$ cat config.mk
export PLATFORM = sky130hd
export DESIGN_NAME = byte_stacker_flat
export DESIGN_NICKNAME = d
export VERILOG_FILES = /design/src/rtl/byte_stacker_if.sv /design/src/rtl/byte_stacker.sv /design/src/flat_wrapper.sv
export SDC_FILE = /design/constraint.sdc
export NUM_CORES = 1
export LEC_CHECK = 0
export CORE_UTILIZATION = 47
export CTS_CLUSTER_DIAMETER = 40
export CTS_CLUSTER_SIZE = 20
export DETAILED_ROUTE_END_ITERATION = 10
export GPL_ROUTABILITY_DRIVEN = 0
export MAX_ROUTING_LAYER = met4
export PLACE_DENSITY_LB_ADDON = 0.25
export SLEW_MARGIN = 40
export SYNTH_ARGS = -nofsm -noshare
export SYNTH_HDL_FRONTEND = slang
export SYNTH_SLANG_ARGS = --single-unit
$ cat constraint.sdc
create_clock -name clk_i -period 3.7 [get_ports clk_i]
set_input_delay 0.74 -clock clk_i [delete_from_list [all_inputs] [get_ports clk_i]]
set_output_delay 0.74 -clock clk_i [all_outputs]
set_load 0.05 [all_outputs]
$ cat src/rtl/byte_stacker_if.sv
// byte_stacker_if: stream-in / block-out handshake bundle for byte_stacker.
//   slave  modport (packer side): consumes enable_i, flush_i, valid_i, word_i, ready_i;
//                                 drives ready_o, valid_o, word_o, lanes_o.
//   master modport (user side)  : the mirror image.
// Signal suffixes are named from the packer's point of view.
interface byte_stacker_if #(
    parameter int unsigned N_WORDS = 4
);
    localparam int unsigned LaneW = $clog2(N_WORDS + 1);

    logic                   enable_i;
    logic                   flush_i;
    logic                   valid_i;
    logic [31:0]            word_i;
    logic                   ready_o;
    logic                   valid_o;
    logic                   ready_i;
    logic [32*N_WORDS-1:0]  word_o;
    logic [LaneW-1:0]       lanes_o;

    modport slave (
        input  enable_i, flush_i, valid_i, word_i, ready_i,
        output ready_o, valid_o, word_o, lanes_o
    );

    modport master (
        output enable_i, flush_i, valid_i, word_i, ready_i,
        input  ready_o, valid_o, word_o, lanes_o
    );
endinterface

$ cat src/rtl/byte_stacker.sv
// byte_stacker: packs N_WORDS consecutive 32-bit words into one block, first word in the
// most-significant lane. One-entry output register so packing overlaps with draining.
// A flush emits a zero-padded partial block together with its valid lane count.
// Ports:
//   clk_i  - clock, rising edge
//   rst_i  - synchronous active-high reset
//   clr_i  - synchronous soft clear (same effect as rst_i, lower priority)
//   bus    - byte_stacker_if.slave: input stream, flush request, output block handshake
module byte_stacker #(
    parameter int unsigned N_WORDS = 4
) (
    input logic            clk_i,
    input logic            rst_i,
    input logic            clr_i,
    byte_stacker_if.slave  bus
);
    localparam int unsigned CntW  = $clog2(N_WORDS);
    localparam int unsigned LaneW = $clog2(N_WORDS + 1);
    localparam int unsigned BlkW  = 32 * N_WORDS;

    logic [BlkW-1:0]  acc_r;
    logic [CntW-1:0]  cnt_r;
    logic [BlkW-1:0]  out_r;
    logic [LaneW-1:0] lanes_r;
    logic             valid_r;

    logic             any_reset;
    logic             slot_free;
    logic             last_lane;
    logic             ready;
    logic             accept;
    logic [LaneW-1:0] fill;
    logic             full_emit;
    logic             flush_emit;
    logic [BlkW-1:0]  acc_wr;
    logic [BlkW-1:0]  emit_blk;

    assign any_reset = rst_i | clr_i;
    // Combinational on ready_i so a full accumulator can hand off in the drain cycle.
    assign slot_free = ~valid_r | bus.ready_i;
    assign last_lane = (cnt_r == CntW'(N_WORDS - 1));
    assign ready     = bus.enable_i & (~last_lane | slot_free) & ~any_reset;
    assign accept    = bus.valid_i & ready;
    // Lanes filled once this cycle's word (if any) is counted; equals N_WORDS on a full block.
    assign fill       = LaneW'(cnt_r) + LaneW'(accept);
    assign full_emit  = accept & last_lane;
    assign flush_emit = bus.flush_i & slot_free & (fill != '0) & ~full_emit;

    // Accumulator image with this cycle's word placed in lane cnt_r.
    always_comb begin
        acc_wr = acc_r;
        for (int k = 0; k < int'(N_WORDS); k++) begin
            if (accept && cnt_r == CntW'(k)) begin
                acc_wr[32*(int'(N_WORDS)-k)-1 -: 32] = bus.word_i;
            end
        end
    end

    // Lanes at or beyond the fill count are forced to zero on emission.
    always_comb begin
        emit_blk = acc_wr;
        for (int k = 0; k < int'(N_WORDS); k++) begin
            if (k >= int'(fill)) begin
                emit_blk[32*(int'(N_WORDS)-k)-1 -: 32] = '0;
            end
        end
    end

    always_ff @(posedge clk_i) begin
        if (any_reset) begin
            acc_r   <= '0;
            cnt_r   <= '0;
            out_r   <= '0;
            lanes_r <= '0;
            valid_r <= 1'b0;
        end else if (full_emit || flush_emit) begin
            // Emission only fires with a free slot, so it safely overwrites any draining block.
            out_r   <= emit_blk;
            lanes_r <= fill;
            valid_r <= 1'b1;
            acc_r   <= '0;
            cnt_r   <= '0;
        end else begin
            if (accept) begin
                acc_r <= acc_wr;
                cnt_r <= cnt_r + CntW'(1);
            end
            if (valid_r && bus.ready_i) begin
                out_r   <= '0;
                lanes_r <= '0;
                valid_r <= 1'b0;
            end
        end
    end

    assign bus.ready_o = ready;
    assign bus.valid_o = valid_r;
    assign bus.word_o  = out_r;
    assign bus.lanes_o = lanes_r;
endmodule

$ cat src/flat_wrapper.sv
// flat-port wrapper written by rule: the top's interface ports become plain ports
module byte_stacker_flat 
#(
    parameter int unsigned N_WORDS = 4
)
  (clk_i, rst_i, clr_i, bus_enable_i, bus_flush_i, bus_valid_i, bus_word_i, bus_ready_i, bus_ready_o, bus_valid_o, bus_word_o, bus_lanes_o);
  byte_stacker_if #(.N_WORDS(N_WORDS)) bus_i ();
  input logic clk_i;
  input logic rst_i;
  input logic clr_i;
  input wire logic [$bits(bus_i.enable_i)-1:0] bus_enable_i;
  input wire logic [$bits(bus_i.flush_i)-1:0] bus_flush_i;
  input wire logic [$bits(bus_i.valid_i)-1:0] bus_valid_i;
  input wire logic [$bits(bus_i.word_i)-1:0] bus_word_i;
  input wire logic [$bits(bus_i.ready_i)-1:0] bus_ready_i;
  output wire logic [$bits(bus_i.ready_o)-1:0] bus_ready_o;
  output wire logic [$bits(bus_i.valid_o)-1:0] bus_valid_o;
  output wire logic [$bits(bus_i.word_o)-1:0] bus_word_o;
  output wire logic [$bits(bus_i.lanes_o)-1:0] bus_lanes_o;
  assign bus_i.enable_i = bus_enable_i;
  assign bus_i.flush_i = bus_flush_i;
  assign bus_i.valid_i = bus_valid_i;
  assign bus_i.word_i = bus_word_i;
  assign bus_i.ready_i = bus_ready_i;
  assign bus_ready_o = bus_i.ready_o;
  assign bus_valid_o = bus_i.valid_o;
  assign bus_word_o = bus_i.word_o;
  assign bus_lanes_o = bus_i.lanes_o;
  byte_stacker #(.N_WORDS(N_WORDS)) u_core (.clk_i(clk_i), .rst_i(rst_i), .clr_i(clr_i), .bus(bus_i));
endmodule
Word level (Yosys, flattened, before mapping)
Cells that the tools add are included.
{"block": "word_totals", "ff_bits": 262, "input_bits": 39, "out_inout_bits": 133, "word_cells": 52}
{"block": "classes", "add_sub_neg": 2, "order_cmp": 4, "eq_ne": 3, "n_mux": 14, "bitwise": 14, "reduce_logical": 10}
{"op": "128-bit two-way mux", "count": 2}
{"op": "32-bit two-way mux", "count": 8}
{"op": "1-bit bitwise AND", "count": 7}
{"op": "1-bit by 3-bit >= comparator with 1-bit output, first input constant", "count": 2}
{"op": "2-bit by 3-bit >= comparator with 1-bit output, first input constant", "count": 2}
{"op": "3-bit two-way mux", "count": 2}
{"op": "1-bit logical AND", "count": 5}
{"op": "2-bit == test, second input constant", "count": 2}
{"op": "1-bit NOT", "count": 4}
{"op": "2-bit by 1-bit adder with 3-bit output", "count": 1}
{"op": "1-bit OR", "count": 3}
{"op": "3-bit nonzero test", "count": 1}
{"op": "2-bit by 1-bit adder with 2-bit output, second input constant", "count": 1}
{"op": "2-bit by 1-bit == test with 1-bit output, second input constant", "count": 1}
{"op": "2-bit logical NOT", "count": 1}
{"op": "1-bit two-way mux", "count": 2}
{"op": "2-bit nonzero test", "count": 1}
{"op": "2-bit OR reduction", "count": 1}
{"op": "1-bit logical OR", "count": 1}

Depth between registers and ports, before layout
{"block": "depth", "depth_word": 12, "mapped_depth": 14, "ltp_nobuf": 11}

Worst setup path before layout
Ideal clock, no wire load.
{"block": "synth_path", "path_type": "input-to-reg", "start": "input port clr_i", "end": "register u_core.acc_r[108]", "setup_time_ps": 65, "t_arrival_ps": 3125, "required_time_ps": 3635, "setup_slack_ps": 510, "path_stages": 14, "path_buffers": 4, "path_cell_list": "nor4bb_1 clkbuf_1 nand2_1 inv_1 ha_1 inv_1 ha_1 nor3_1 nor3b_2 or3_1 buf_2 buf_2 buf_2 nor2_1"}
{"block": "synth_between", "elab_chain_cells": 10, "word_cells_on_any_way": 14, "cone_classes": "1 x add/sub; 1 x mux; 8 x bitwise; 4 x reduce/logical"}
{"element": "start: declaration", "line": "flat_wrapper.sv:10", "text": "input logic clr_i;"}
{"element": "1-bit OR *", "line": "byte_stacker.sv:38", "text": "assign any_reset = rst_i | clr_i;"}
{"element": "1-bit NOT *", "line": "byte_stacker.sv:42", "text": "assign ready = bus.enable_i & (~last_lane | slot_free) & ~any_reset;"}
{"element": "1-bit bitwise AND *", "line": "byte_stacker.sv:42"}
{"element": "1-bit bitwise AND *", "line": "byte_stacker.sv:43", "text": "assign accept = bus.valid_i & ready;"}
{"element": "via u_core.accept", "line": "byte_stacker.sv:31", "text": "logic accept;"}
{"element": "2-bit by 1-bit adder with 3-bit output", "line": "byte_stacker.sv:45", "text": "assign fill = LaneW'(cnt_r) + LaneW'(accept);"}
{"element": "3-bit nonzero test", "line": "byte_stacker.sv:47", "text": "assign flush_emit = bus.flush_i & slot_free & (fill != '0) & ~full_emit;"}
{"element": "1-bit bitwise AND (2 in a row)", "line": "byte_stacker.sv:47"}
{"element": "1-bit logical OR", "line": "byte_stacker.sv:76", "text": "end else if (full_emit || flush_emit) begin"}
{"element": "2-bit OR reduction (no source line)"}
{"element": "end signal: assignment", "line": "byte_stacker.sv:85", "text": "acc_r <= acc_wr;"}
{"element": "end: declaration", "line": "byte_stacker.sv:21", "text": "logic [BlkW-1:0] acc_r;"}
The timed path passes the listed nets; every way through them passes the cells marked *.
A chain may end at the register's enable or synchronous reset.

Final worst setup path
{"block": "layout_path", "start": "input port clr_i", "end": "register u_core.out_r[57] (netlist: u_core.bus.word_o[57])"}
{"block": "layout_between", "elab_chain_cells": 10, "word_cells_on_any_way": 17, "cone_classes": "1 x add/sub; 1 x order compare; 3 x mux; 8 x bitwise; 4 x reduce/logical"}
{"element": "1-bit OR *", "line": "byte_stacker.sv:38"}
{"element": "1-bit NOT *", "line": "byte_stacker.sv:42"}
{"element": "1-bit bitwise AND *", "line": "byte_stacker.sv:42"}
{"element": "1-bit bitwise AND *", "line": "byte_stacker.sv:43"}
{"element": "via u_core.accept", "line": "byte_stacker.sv:31"}
{"element": "branches (longest 6 deep; another with 2-bit by 1-bit adder with 3-bit output)"}
{"element": "end signal: assignment", "line": "byte_stacker.sv:78", "text": "out_r <= emit_blk;"}
{"element": "end: declaration", "line": "byte_stacker.sv:23", "text": "logic [BlkW-1:0] out_r;"}
Mark *: on every way through the listed nets, which the timed path passes.

==> flow_metrics.env <==
export IMPL_outcome="complete, no violations"
export IMPL_syn_inst=808
export IMPL_async_flop_share=0
export IMPL_clock_sinks=262
export IMPL_holdPathStages=1
export IMPL_switchingPower_mw=1.43
export IMPL_postPlaceCellArea_mm2=0.0113
export IMPL_reg2reg_from="u_core.cnt_r[0]"
export IMPL_synthXorXnorAreaFrac=0.000959
export IMPL_num_vias=6875
export IMPL_ant_nets=0
export IMPL_critPathArrivalTime_ps=3770
export IMPL_ys_warn_count=0
export IMPL_regArea_mm2=0.00525
export IMPL_drive_above_1_share=0.108
export IMPL_wl_um=23800
export IMPL_synthAdderAreaFrac=0.0137
export IMPL_crit_fanout=21
export IMPL_antenna_found_initial=0
export IMPL_grt_total_usage=0.243
export IMPL_clk_pin_slew_ps=60
export IMPL_drt_pass1_iter_count=5
export IMPL_power_frac_clock=0.512
export IMPL_switching_share=0.230
export IMPL_hold_buffers=0
export IMPL_timing_final_ws_setup_ps=395
export IMPL_wl_per_cell_um=18.8
export IMPL_power_density_mw_per_mm2=499
export IMPL_reg2reg_setup_slack_ps=790
export IMPL_io_pins=172
export IMPL_yosysUniqueCellTypes=32
export IMPL_synth_common_cells="dfxtp_1 (262), o2bb2ai_1 (128), nor2_1 (101), mux2i_1 (96), clkbuf_1 (35)"
export IMPL_initial_core_util=0.483
export IMPL_grt_setup_unrepaired="false"
export IMPL_r2r_end="u_core.bus.word_o[57]"
export IMPL_min_from="u_core.acc_r[3]"
export IMPL_diodes=0
export IMPL_clock_skew_final_ps=18.6
export IMPL_crit_type="in2reg"
export IMPL_synth_mux_area_frac=0.105
export IMPL_dp_hpwl_um=15800
export IMPL_syn_area_mm2=0.00913
export IMPL_viasPerCell=5.44
export IMPL_synth_most_common_cell="dfxtp_1"
export IMPL_cts_tree="built"
export IMPL_crit_family="simple AND/OR/NAND/NOR gates"
export IMPL_leakage_nw=4.90
export IMPL_worst_path_buf_inv=5
export IMPL_syn_num_nets=857
export IMPL_rows=50
export IMPL_required_ps=4160
export IMPL_endpoint_kind="register"
export IMPL_cts_max_path_buffers=3
export IMPL_synth_top_area_share=0.575
export IMPL_crit_path_top_delay_cell="nor4bb_1"
export IMPL_cp_start_kind="primary input"
export IMPL_fin_crit_ps=3300
export IMPL_synth_area_leaders="dfxtp_1 (57%), o2bb2ai_1 (12%), mux2i_1 (11%)"
export IMPL_pwr_share_comb=0.034
export IMPL_core_mm2=0.0189
export IMPL_ys_ff_latch=262
export IMPL_p_int_mw=4.78
export IMPL_synthSimpleGateAreaFrac=0.115
export IMPL_grt_overflow=0
export IMPL_slowest_delay_ps=470
export IMPL_post_cts_buffers=0
export IMPL_period_share=0.893
export IMPL_synth_top_family_by_area="compound AO/OA/AOI/OAI gates"
export IMPL_n_fill_cell=1527
export IMPL_reg2regPathDepth=13
export IMPL_synth_compound_gate_area_share=0.152
export IMPL_synth_edf_count=0
export IMPL_multi_input_area_mm2=0.00360
export IMPL_synth_top_area_cell="dfxtp_1"
export IMPL_maxSlewViolCount=0
export IMPL_tightest_slew_ps=639
export IMPL_clkLatencyLatePin_ps=540
export IMPL_fin_area_mm2=0.0124
export IMPL_hold_path_end="u_core.acc_r[3]"
export IMPL_synth_area_per_cell_um2=11.3
export IMPL_areaGrowthSynthToFinish_pct=36.2
export IMPL_htreeDepth=1
export IMPL_synth_seq_area_share=0.575
export IMPL_ir_drop_uv=376
export IMPL_first_global_vias=6679
export IMPL_drc=0
export IMPL_hold_viol=0
export IMPL_drt_iter0_drc=371
export IMPL_setup_viol=0
export IMPL_post_cts_resized=0
export IMPL_port_buffers=171
export IMPL_cts_root_buffer="clkbuf_16"
export IMPL_fmax_mhz=303
export IMPL_grt_pass1_wl_um=37300
export IMPL_ys_flop_type="dfxtp_1"
export IMPL_die_area_mm2=0.0200
export IMPL_nNetsFinal=1029
export IMPL_slew_headroom=0.573
export IMPL_crit_chain="clkdlybuf4s50_1 > nor4bb_1 > nand2_1 > inv_1 > ha_1 > inv_1 > ha_1 > nor3_1 > nor3b_4 > nor4b_4 > buf_4 > buf_12 > o2bb2ai_1"
export IMPL_tns_ps=0
export IMPL_dpl_worst_slack_ps=-139
export IMPL_cts_made_buffers=31
export IMPL_die_width_um=141
export IMPL_hp_class="reg2reg"
export IMPL_max_cap_viol_count=0
export IMPL_grt_max_degree=77
export IMPL_seqPwrFrac=0.455
export IMPL_die_h_um=141
worst max path at each step:
stage	from	to	slack, ps	depth (start not counted)
floorplan	clr_i	u_core.acc_r[108]	510	14
global placement	bus_valid_i	u_core.bus.word_o[42]	-70	13
detailed placement	bus_valid_i	u_core.bus.word_o[127]	-140	13
CTS	bus_valid_i	u_core.bus.word_o[38]	410	13
global route	bus_valid_i	u_core.bus.word_o[38]	200	13
finish	clr_i	u_core.bus.word_o[57]	400	13
power groups by stage:
stage	sequential, mW	clock [mW]	combinational (mW)
after floorplan	2.89	0	0.0848
after global placement	2.89	0	0.207
after detailed placement	2.89	0	0.207
after CTS	2.82	3.22	0.208
after global routing	2.82	3.35	0.219
final	2.82	3.18	0.208
final cells by class:
cell class              instances  area share
multi-input cells             472       0.290
inverters                       4     0.00121
repair buffers                209       0.172
clock inverters                25      0.0260
flip-flops and latches        262       0.422
well taps                     260      0.0262
clock buffers                  32      0.0627
placed cells by master (no fill, tap or decap), drive strengths merged, types with 2 or more instances in the layout:
cell type / count
nand2: 5
clkinv: 5
nor2b: 2
nor3: 5
o21ai: 5
nor2: 101
ha: 10
inv: 15
bufinv: 4
dfxtp: 262
nor3b: 2
or3: 2
clkdlybuf4s50: 170
mux2i: 96
buf: 39
nor4b: 33
a31oi: 32
nand3: 4
clkinvlp: 5
o2bb2ai: 128
a21oi: 5
clkbuf: 32
and2: 32
nand4b: 3
flip-flops by register name (all words and copies together) (netlist names):
register,cells
u_core.acc_r,128
u_core.bus.word_o,128
u_core.bus.lanes_o,3
u_core.cnt_r,2
u_core.bus.valid_o,1
metal layers:
layer / routed length, um / part of all wire / GRT usage
met2: 10900 / 0.46 / 0.384
met5: 0 / 0 / -
met1: 11300 / 0.48 / 0.330
met3: 1230 / 0.052 / 0.0371
met4: 345 / 0.015 / 0.0486
kinds of logic after synthesis:
| group | Yosys count |
|---|---|
| fa+ha+maj | 10 |
| xor+xnor | 1 |
| buf+inv | 74 |
| compound gates | 172 |
| mux | 96 |
| flops | 262 |
| simple gates | 193 |
worst reg2reg max path, cell delays in order, from the launching register on:
cell and delay (ps):
dfxtp_1 430, ha_1 270, nand3b_1 130, nand2_1 100, inv_1 60, ha_1 230, inv_1 90, ha_1 260
nor3_1 310, nor3b_4 100, nor4b_4 310, buf_4 230, buf_12 170, o2bb2ai_1 140
stage by stage:
| step | std cells | util | power (mW) | hold slack, ps |
|---|---|---|---|---|
| 2_1_floorplan | 808 | - | 2.97 | 430 |
| 3_3_place_gp | 1207 | 0.600 | 3.09 | 442 |
| 3_5_place_dp | 1207 | 0.600 | 3.09 | 443 |
| 4_1_cts | 1264 | 0.658 | 6.25 | 462 |
| 5_1_grt | 1264 | 0.658 | 6.39 | 476 |
| 6_report | 1264 | 0.658 | 6.21 | 459 |
No activity file was read; power rests on OpenSTA's default activity.
